`config.mk`:
```
export PLATFORM = sky130hd
export DESIGN_NAME = sevenseg_scan_ctrl
export DESIGN_NICKNAME = d
export VERILOG_FILES = /design/src/rtl/sevenseg_pkg.sv /design/src/rtl/sevenseg_wb_regs.sv /design/src/rtl/sevenseg_scan_ctrl.sv
export SDC_FILE = /design/constraint.sdc
export NUM_CORES = 1
export LEC_CHECK = 0
export CAP_MARGIN = 20
export CORE_ASPECT_RATIO = 2
export CORE_MARGIN = 3
export CORE_UTILIZATION = 25
export CTS_BUF_LIST = sky130_fd_sc_hd__clkbuf_2 sky130_fd_sc_hd__clkbuf_4 sky130_fd_sc_hd__clkbuf_8
export CTS_CLUSTER_DIAMETER = 40
export CTS_CLUSTER_SIZE = 40
export DETAILED_ROUTE_END_ITERATION = 8
export SYNTH_ARGS = -nofsm -noshare
export SYNTH_HDL_FRONTEND = slang
export SYNTH_SLANG_ARGS = --single-unit
```
`constraint.sdc`:
```
create_clock -name clk -period 3.15 [get_ports clk]
set_input_delay 0.4725 -clock clk [delete_from_list [all_inputs] [get_ports clk]]
set_output_delay 0.4725 -clock clk [all_outputs]
set_load 0.05 [all_outputs]
```
`src/rtl/sevenseg_pkg.sv`:
```
// Shared definitions for the seven-segment scan controller: register map,
// reset values, the CTRL register layout and the hex-to-segment decoder.
package sevenseg_pkg;

    localparam logic [2:0] ADR_DIGITS = 3'd0;
    localparam logic [2:0] ADR_ENABLE = 3'd1;
    localparam logic [2:0] ADR_CTRL   = 3'd2;
    localparam logic [2:0] ADR_DPMASK = 3'd3;
    localparam logic [2:0] ADR_RAW_LO = 3'd4;
    localparam logic [2:0] ADR_RAW_HI = 3'd5;

    localparam logic [31:0] DIGITS_RST = 32'h0000_0000;
    localparam logic [7:0]  ENABLE_RST = 8'hFF;
    localparam logic [7:0]  DPMASK_RST = 8'h00;
    localparam logic [31:0] RAW_RST    = 32'h7F7F_7F7F;
    // Bit 7 of each raw byte has no segment behind it and reads back 0.
    localparam logic [31:0] RAW_MASK   = 32'h7F7F_7F7F;

    typedef struct packed {
        logic       raw_mode;
        logic [3:0] brightness;
    } ctrl_t;

    localparam ctrl_t CTRL_RST = '{raw_mode: 1'b0, brightness: 4'hF};

    // Active-low segment pattern, bit order {a,b,c,d,e,f,g}.
    function automatic logic [6:0] hexdecode(input logic [3:0] nib);
        logic [6:0] seg;
        case (nib)
            4'h0: seg = 7'b0000001;
            4'h1: seg = 7'b1001111;
            4'h2: seg = 7'b0010010;
            4'h3: seg = 7'b0000110;
            4'h4: seg = 7'b1001100;
            4'h5: seg = 7'b0100100;
            4'h6: seg = 7'b0100000;
            4'h7: seg = 7'b0001111;
            4'h8: seg = 7'b0000000;
            4'h9: seg = 7'b0000100;
            4'hA: seg = 7'b0001000;
            4'hB: seg = 7'b1100000;
            4'hC: seg = 7'b0110001;
            4'hD: seg = 7'b1000010;
            4'hE: seg = 7'b0110000;
            default: seg = 7'b0111000;
        endcase
        return seg;
    endfunction

endpackage

```
`src/rtl/sevenseg_wb_regs.sv`:
```
// Wishbone slave and register file for the seven-segment controller.
// Every request is acked one cycle after it is seen, never on two
// consecutive cycles. Define SEVENSEG_RAW_EN to add the raw-segment
// registers (RAW_LO/RAW_HI) and the CTRL raw-mode bit.
module sevenseg_wb_regs
    import sevenseg_pkg::*;
(
    input  logic        clk,
    input  logic        rst,
    input  logic [2:0]  wb_adr,
    input  logic [31:0] wb_dat,
    input  logic [3:0]  wb_sel,
    input  logic        wb_we,
    input  logic        wb_cyc,
    input  logic        wb_stb,
    output logic [31:0] wb_rdt,
    output logic        wb_ack,
    output logic [31:0] digits,
    output logic [7:0]  enable,
    output logic [7:0]  dpmask,
    output logic [3:0]  brightness,
    output logic        raw_mode,
    output logic [55:0] raw_seg
);

    ctrl_t       ctrl_q;
    logic        req;
    logic        wr;
    logic [31:0] wmask;
    logic [31:0] rd_data;
    logic [31:0] wr_val;
`ifdef SEVENSEG_RAW_EN
    logic [31:0] raw_lo_q;
    logic [31:0] raw_hi_q;
`endif

    assign req        = wb_cyc & wb_stb & ~wb_ack;
    assign wr         = req & wb_we;
    assign wmask      = {{8{wb_sel[3]}}, {8{wb_sel[2]}}, {8{wb_sel[1]}}, {8{wb_sel[0]}}};
    assign brightness = ctrl_q.brightness;
    assign raw_mode   = ctrl_q.raw_mode;

    // Read view of the addressed register; also the base for byte-masked writes.
    always_comb begin
        rd_data = '0;
        case (wb_adr)
            ADR_DIGITS: rd_data = digits;
            ADR_ENABLE: rd_data = {24'h0, enable};
            ADR_CTRL:   rd_data = {23'h0, ctrl_q.raw_mode, 4'h0, ctrl_q.brightness};
            ADR_DPMASK: rd_data = {24'h0, dpmask};
`ifdef SEVENSEG_RAW_EN
            ADR_RAW_LO: rd_data = raw_lo_q;
            ADR_RAW_HI: rd_data = raw_hi_q;
`endif
            default:    rd_data = '0;
        endcase
        wr_val = (rd_data & ~wmask) | (wb_dat & wmask);
    end

`ifdef SEVENSEG_RAW_EN
    // Pack the 7 live bits of each raw byte, digit 0 in the low bits.
    always_comb begin
        raw_seg = '1;
        for (int k = 0; k < 4; k++) begin
            raw_seg[7*k +: 7]     = raw_lo_q[8*k +: 7];
            raw_seg[7*(k+4) +: 7] = raw_hi_q[8*k +: 7];
        end
    end
`else
    assign raw_seg = {8{7'h7F}};
`endif

    // Ack/read-data generation and register commits on the ack edge.
    always_ff @(posedge clk) begin
        if (rst) begin
            wb_ack <= 1'b0;
            wb_rdt <= '0;
            digits <= DIGITS_RST;
            enable <= ENABLE_RST;
            dpmask <= DPMASK_RST;
            ctrl_q <= CTRL_RST;
`ifdef SEVENSEG_RAW_EN
            raw_lo_q <= RAW_RST;
            raw_hi_q <= RAW_RST;
`endif
        end else begin
            wb_ack <= req;
            wb_rdt <= req ? rd_data : '0;
            if (wr) begin
                case (wb_adr)
                    ADR_DIGITS: digits <= wr_val;
                    ADR_ENABLE: enable <= wr_val[7:0];
                    ADR_CTRL: begin
                        ctrl_q.brightness <= wr_val[3:0];
`ifdef SEVENSEG_RAW_EN
                        ctrl_q.raw_mode   <= wr_val[8];
`endif
                    end
                    ADR_DPMASK: dpmask <= wr_val[7:0];
`ifdef SEVENSEG_RAW_EN
                    ADR_RAW_LO: raw_lo_q <= wr_val & RAW_MASK;
                    ADR_RAW_HI: raw_hi_q <= wr_val & RAW_MASK;
`endif
                    default: ;
                endcase
            end
        end
    end

endmodule

```
`src/rtl/sevenseg_scan_ctrl.sv`:
```
// Multiplexed 8-digit seven-segment driver: time-slices the digits onto
// shared segment lines with 16-step brightness PWM inside each dwell.
// All pin outputs are registered and active-low. SEVENSEG_RAW_EN enables
// raw segment mode (see sevenseg_wb_regs).
module sevenseg_scan_ctrl
    import sevenseg_pkg::*;
#(
    parameter int REFRESH_DIV = 6250
)
(
    input  logic        clk,
    input  logic        rst,
    input  logic [2:0]  i_wb_adr,
    input  logic [31:0] i_wb_dat,
    input  logic [3:0]  i_wb_sel,
    input  logic        i_wb_we,
    input  logic        i_wb_cyc,
    input  logic        i_wb_stb,
    output logic [31:0] o_wb_rdt,
    output logic        o_wb_ack,
    output logic [7:0]  o_an,
    output logic [6:0]  o_seg,
    output logic        o_dp
);

    localparam int DIV_W = $clog2(REFRESH_DIV + 1);
    localparam logic [DIV_W-1:0] DIV_TC = DIV_W'(REFRESH_DIV - 1);

    logic [31:0]      digits;
    logic [7:0]       enable;
    logic [7:0]       dpmask;
    logic [3:0]       brightness;
    logic             raw_mode;
    logic [55:0]      raw_seg;

    logic [DIV_W-1:0] presc;
    logic [3:0]       pwm_cnt;
    logic [2:0]       digit_idx;
    logic             tick;
    logic [5:0]       raw_base;
    logic [7:0]       an_next;
    logic [6:0]       seg_next;
    logic             dp_next;

    sevenseg_wb_regs u_regs (
        .clk        (clk),
        .rst        (rst),
        .wb_adr     (i_wb_adr),
        .wb_dat     (i_wb_dat),
        .wb_sel     (i_wb_sel),
        .wb_we      (i_wb_we),
        .wb_cyc     (i_wb_cyc),
        .wb_stb     (i_wb_stb),
        .wb_rdt     (o_wb_rdt),
        .wb_ack     (o_wb_ack),
        .digits     (digits),
        .enable     (enable),
        .dpmask     (dpmask),
        .brightness (brightness),
        .raw_mode   (raw_mode),
        .raw_seg    (raw_seg)
    );

    assign tick     = (presc == DIV_TC);
    assign raw_base = 6'(digit_idx) * 6'd7;

    // Prescaler -> PWM step -> digit index cascade.
    always_ff @(posedge clk) begin
        if (rst) begin
            presc     <= '0;
            pwm_cnt   <= '0;
            digit_idx <= '0;
        end else if (tick) begin
            presc   <= '0;
            pwm_cnt <= pwm_cnt + 4'd1;
            if (pwm_cnt == 4'hF) begin
                digit_idx <= digit_idx + 3'd1;
            end
        end else begin
            presc <= presc + 1'b1;
        end
    end

    // Pin values for the current slot; segments stay driven through the PWM off-time.
    always_comb begin
        an_next = '1;
        if (pwm_cnt <= brightness) begin
            an_next[digit_idx] = ~enable[digit_idx];
        end
        seg_next = raw_mode ? raw_seg[raw_base +: 7]
                            : hexdecode(digits[{digit_idx, 2'b00} +: 4]);
        dp_next  = ~dpmask[digit_idx];
    end

    // Registered pin stage.
    always_ff @(posedge clk) begin
        if (rst) begin
            o_an  <= 8'hFF;
            o_seg <= 7'h7F;
            o_dp  <= 1'b1;
        end else begin
            o_an  <= an_next;
            o_seg <= seg_next;
            o_dp  <= dp_next;
        end
    end

endmodule
```
==> out/metrics.cfg <==
[status]
status = finished, final reports clean

[cells_and_area]
final_common_cell = dfxtp_1
area_growth_pct = 31.19
instances_no_fill = 901
drive_gt1_share_pct = 11.42
nNetsFinal = 684
final_cell_mix = dfxtp_1 (121), clkdlybuf4s50_1 (91), nand2_1 (56), nand3_1 (43), nor2_1 (43)
num_antenna_cells = 0

[setup_path]
critPathTopFamily = flip-flops
crit_required_ps = 3430
reg2reg_depth = 8
crit_type = flop to flop
cp_num_cells = 8
crit_fanout = 15
endpoint_kind = flop
worstReg2RegEnd = o_seg[3]
reg2reg_setup_slack_ps = 500
cp.arrival_ps = 2930
cp-startpoint = digit_idx[1]
worstPathCellList = buf_4 -> buf_4 -> o21ai_0 -> a221o_1 -> ha_1 -> mux2_2 -> nor3_1 -> a41oi_1
crit_end = o_seg[3]
reg2reg_from = digit_idx[1]
cp-start-kind = flop
path_common_cell = buf_4
slowest_stage = dfxtp_1
max_stage_delay_ps = 710
path_buf_inv = 2

[global_route]
grt_pass1_vias = 4100
grt_usage_pct = 13.09
grt_overflow_total = 0
grt_max_degree = 43
antenna_found_initial = 0
grt_pass1_wl_mm = 21.97

[drt]
vias_per_cell = 4.632
first_pass_iters = 4
drt_wl_total_mm = 14.48
dr_wl_met2_mm = 8.597
ant_nets = 0
met1_length_mm = 4.799
routed.top_layer = met4
dr_wl_met3_um = 539
vias = 4173
post_drt_wl_per_cell_um = 16.07
drc = 0
initialDrtViolationCount = 177

[placed_design]
port_buffers = 92
dp_hpwl_mm = 11.24
gp_congestion = 0.8363
dp.cells = 869
place_ws_ps = 457.7

[floorplan]
coreArea_um2 = 19910
ioPinCount = 93
die_y_um = 207.7
initial_core_util_pct = 25.55
die_w_um = 106.9
rows = 73
die_area_um2 = 22200

[cts]
root_buffer = clkbuf_8
clk_latency_ps = 440
path_clk_slew_ps = 80
holdBufCountCts = 0
cts_tree = done
cts_resized = 0
numCtsBuffers = 17
cts_buffer_depth = 2
cts_setup_buffers = 0
cts.sinks = 121
h-tree-depth = 4

[power]
p_total_mw = 3.192
powerDensity_nw_per_um2 = 478.2
peakVddDrop_uv = 238.0
p_leak_nw = 2.520

[synth]
synth.distinct_cells = 54
netlist_area_um2 = 5087
synthMuxAreaShare_pct = 9.321
synth_top_family_by_area = simple AND/OR/NAND/NOR gates
syn-num-nets = 598
synth_top_area_share_pct = 47.61
ys_seq_area_share_pct = 47.61
synth_compound_area_share_pct = 11.56
synthSimpleGateAreaFrac_pct = 20.46
yosysWarnings = 0
synth_xor_xnor_area_share_pct = 2.582
synth_area_leader_cell = dfxtp_1
synth_ff_type = dfxtp_1
synth-adder-area-share_pct = 3.443
synthTopCellsByArea = dfxtp_1 (48%), nand3_1 (4.2%), nand2_1 (4.1%)
synth_edf_count = 0
synthCells = 540
async_flop_share_pct = 0
syn_avg_cell_area_um2 = 9.421
ys_ff_latch = 121

[timing]
clock_skew_ps = 15.29
fin_crit_ps = 2647
fmax_ghz = 0.3778
slew_violations = 0
timing.final.ws_setup_ps = 502.9
slew_headroom_pct = 60.19
layout_worst_path_cycle_share_pct = 84.04
rsz0062_at_grt = no
tightest_slew_ps = 596.3
setup_viol = 0
hold_ws_ps = 418.3
final_hold_viol_count = 0
setup_tns_ps = 0

[hold_path]
hold_path_class = primary input to flop

[flow_run]
cap_violations = 0

-- worst min path at each step --
stage	cells past startpoint	start	endpoint	slack, ps
global placement	2	u_regs.digits[24]	u_regs.digits[24]	460
finish	2	rst	u_regs.wb_ack	420
floorplan	2	u_regs.digits[11]	u_regs.digits[11]	440
detailed placement	2	u_regs.digits[24]	u_regs.digits[24]	460
CTS	2	rst	u_regs.wb_ack	400
global route	2	rst	u_regs.wb_ack	410
-- cell families after synthesis --
logic type                 after synthesis
adders and majority gates               14
DFF                                    121
AOI/OAI and AO/OA                       91
muxes                                   35
xor gates and xnor gates                15
buffers and inverters                   54
and+or+nand+nor                        210
-- registers in the layout (all words and copies together), names as in the netlist --
| register | count |
|---|---|
| u_regs.digits | 32 |
| u_regs.wb_rdt | 32 |
| presc | 13 |
| o_an | 8 |
| u_regs.dpmask | 8 |
| u_regs.enable | 8 |
| o_seg | 7 |
| pwm_cnt | 4 |
| u_regs.brightness | 4 |
| digit_idx | 3 |
| o_dp | 1 |
| u_regs.wb_ack | 1 |
-- Yosys cell counts, types with 7 or more instances --
master / count
nand3_1: 43
o211ai_1: 9
o21ai_0: 9
nor3_1: 8
mux2_2: 9
xnor2_1: 8
a21oi_1: 32
dfxtp_1: 121
inv_1: 15
nand2_1: 56
mux4_2: 8
clkbuf_1: 19
xor2_1: 7
buf_2: 12
a22oi_1: 8
ha_1: 14
mux2i_1: 17
and3_1: 26
nor2_1: 43
a211oi_1: 12
-- area by class of cell --
cell class / count / area [µm²]
fill: 2138 / 13240
clock inverter: 11 / 121.4
clock buffer: 21 / 282.8
sequential: 121 / 2422
timing repair buffer: 106 / 1033
inverter: 15 / 56.30
multi-input combinational: 365 / 2430
tap: 262 / 327.8
-- per-layer routing --
| layer | track usage (%) | vias up |
|---|---|---|
| met2 | 26.08 | 112 |
| met5 | 0 | - |
| met4 | 7.152 | 0 |
| met3 | 2.614 | 24 |
| met1 | 11.77 | 1946 |
| li1 | - | 2091 |
-- per-stage QoR --
stage	utilization, %	cell area, µm²
finish	33.52	6674
global route	33.52	6674
CTS	33.52	6674
detailed placement	31.49	6270
global placement	31.49	6270
floorplan	-	5087
-- report_power, final --
| part | internal, mW | switching, mW |
|---|---|---|
| Clock | 0.770 | 0.634 |
| Combinational | 0.102 | 0.128 |
| Sequential | 1.55 | 0.0107 |
No activity file was read; power rests on OpenSTA's default activity.
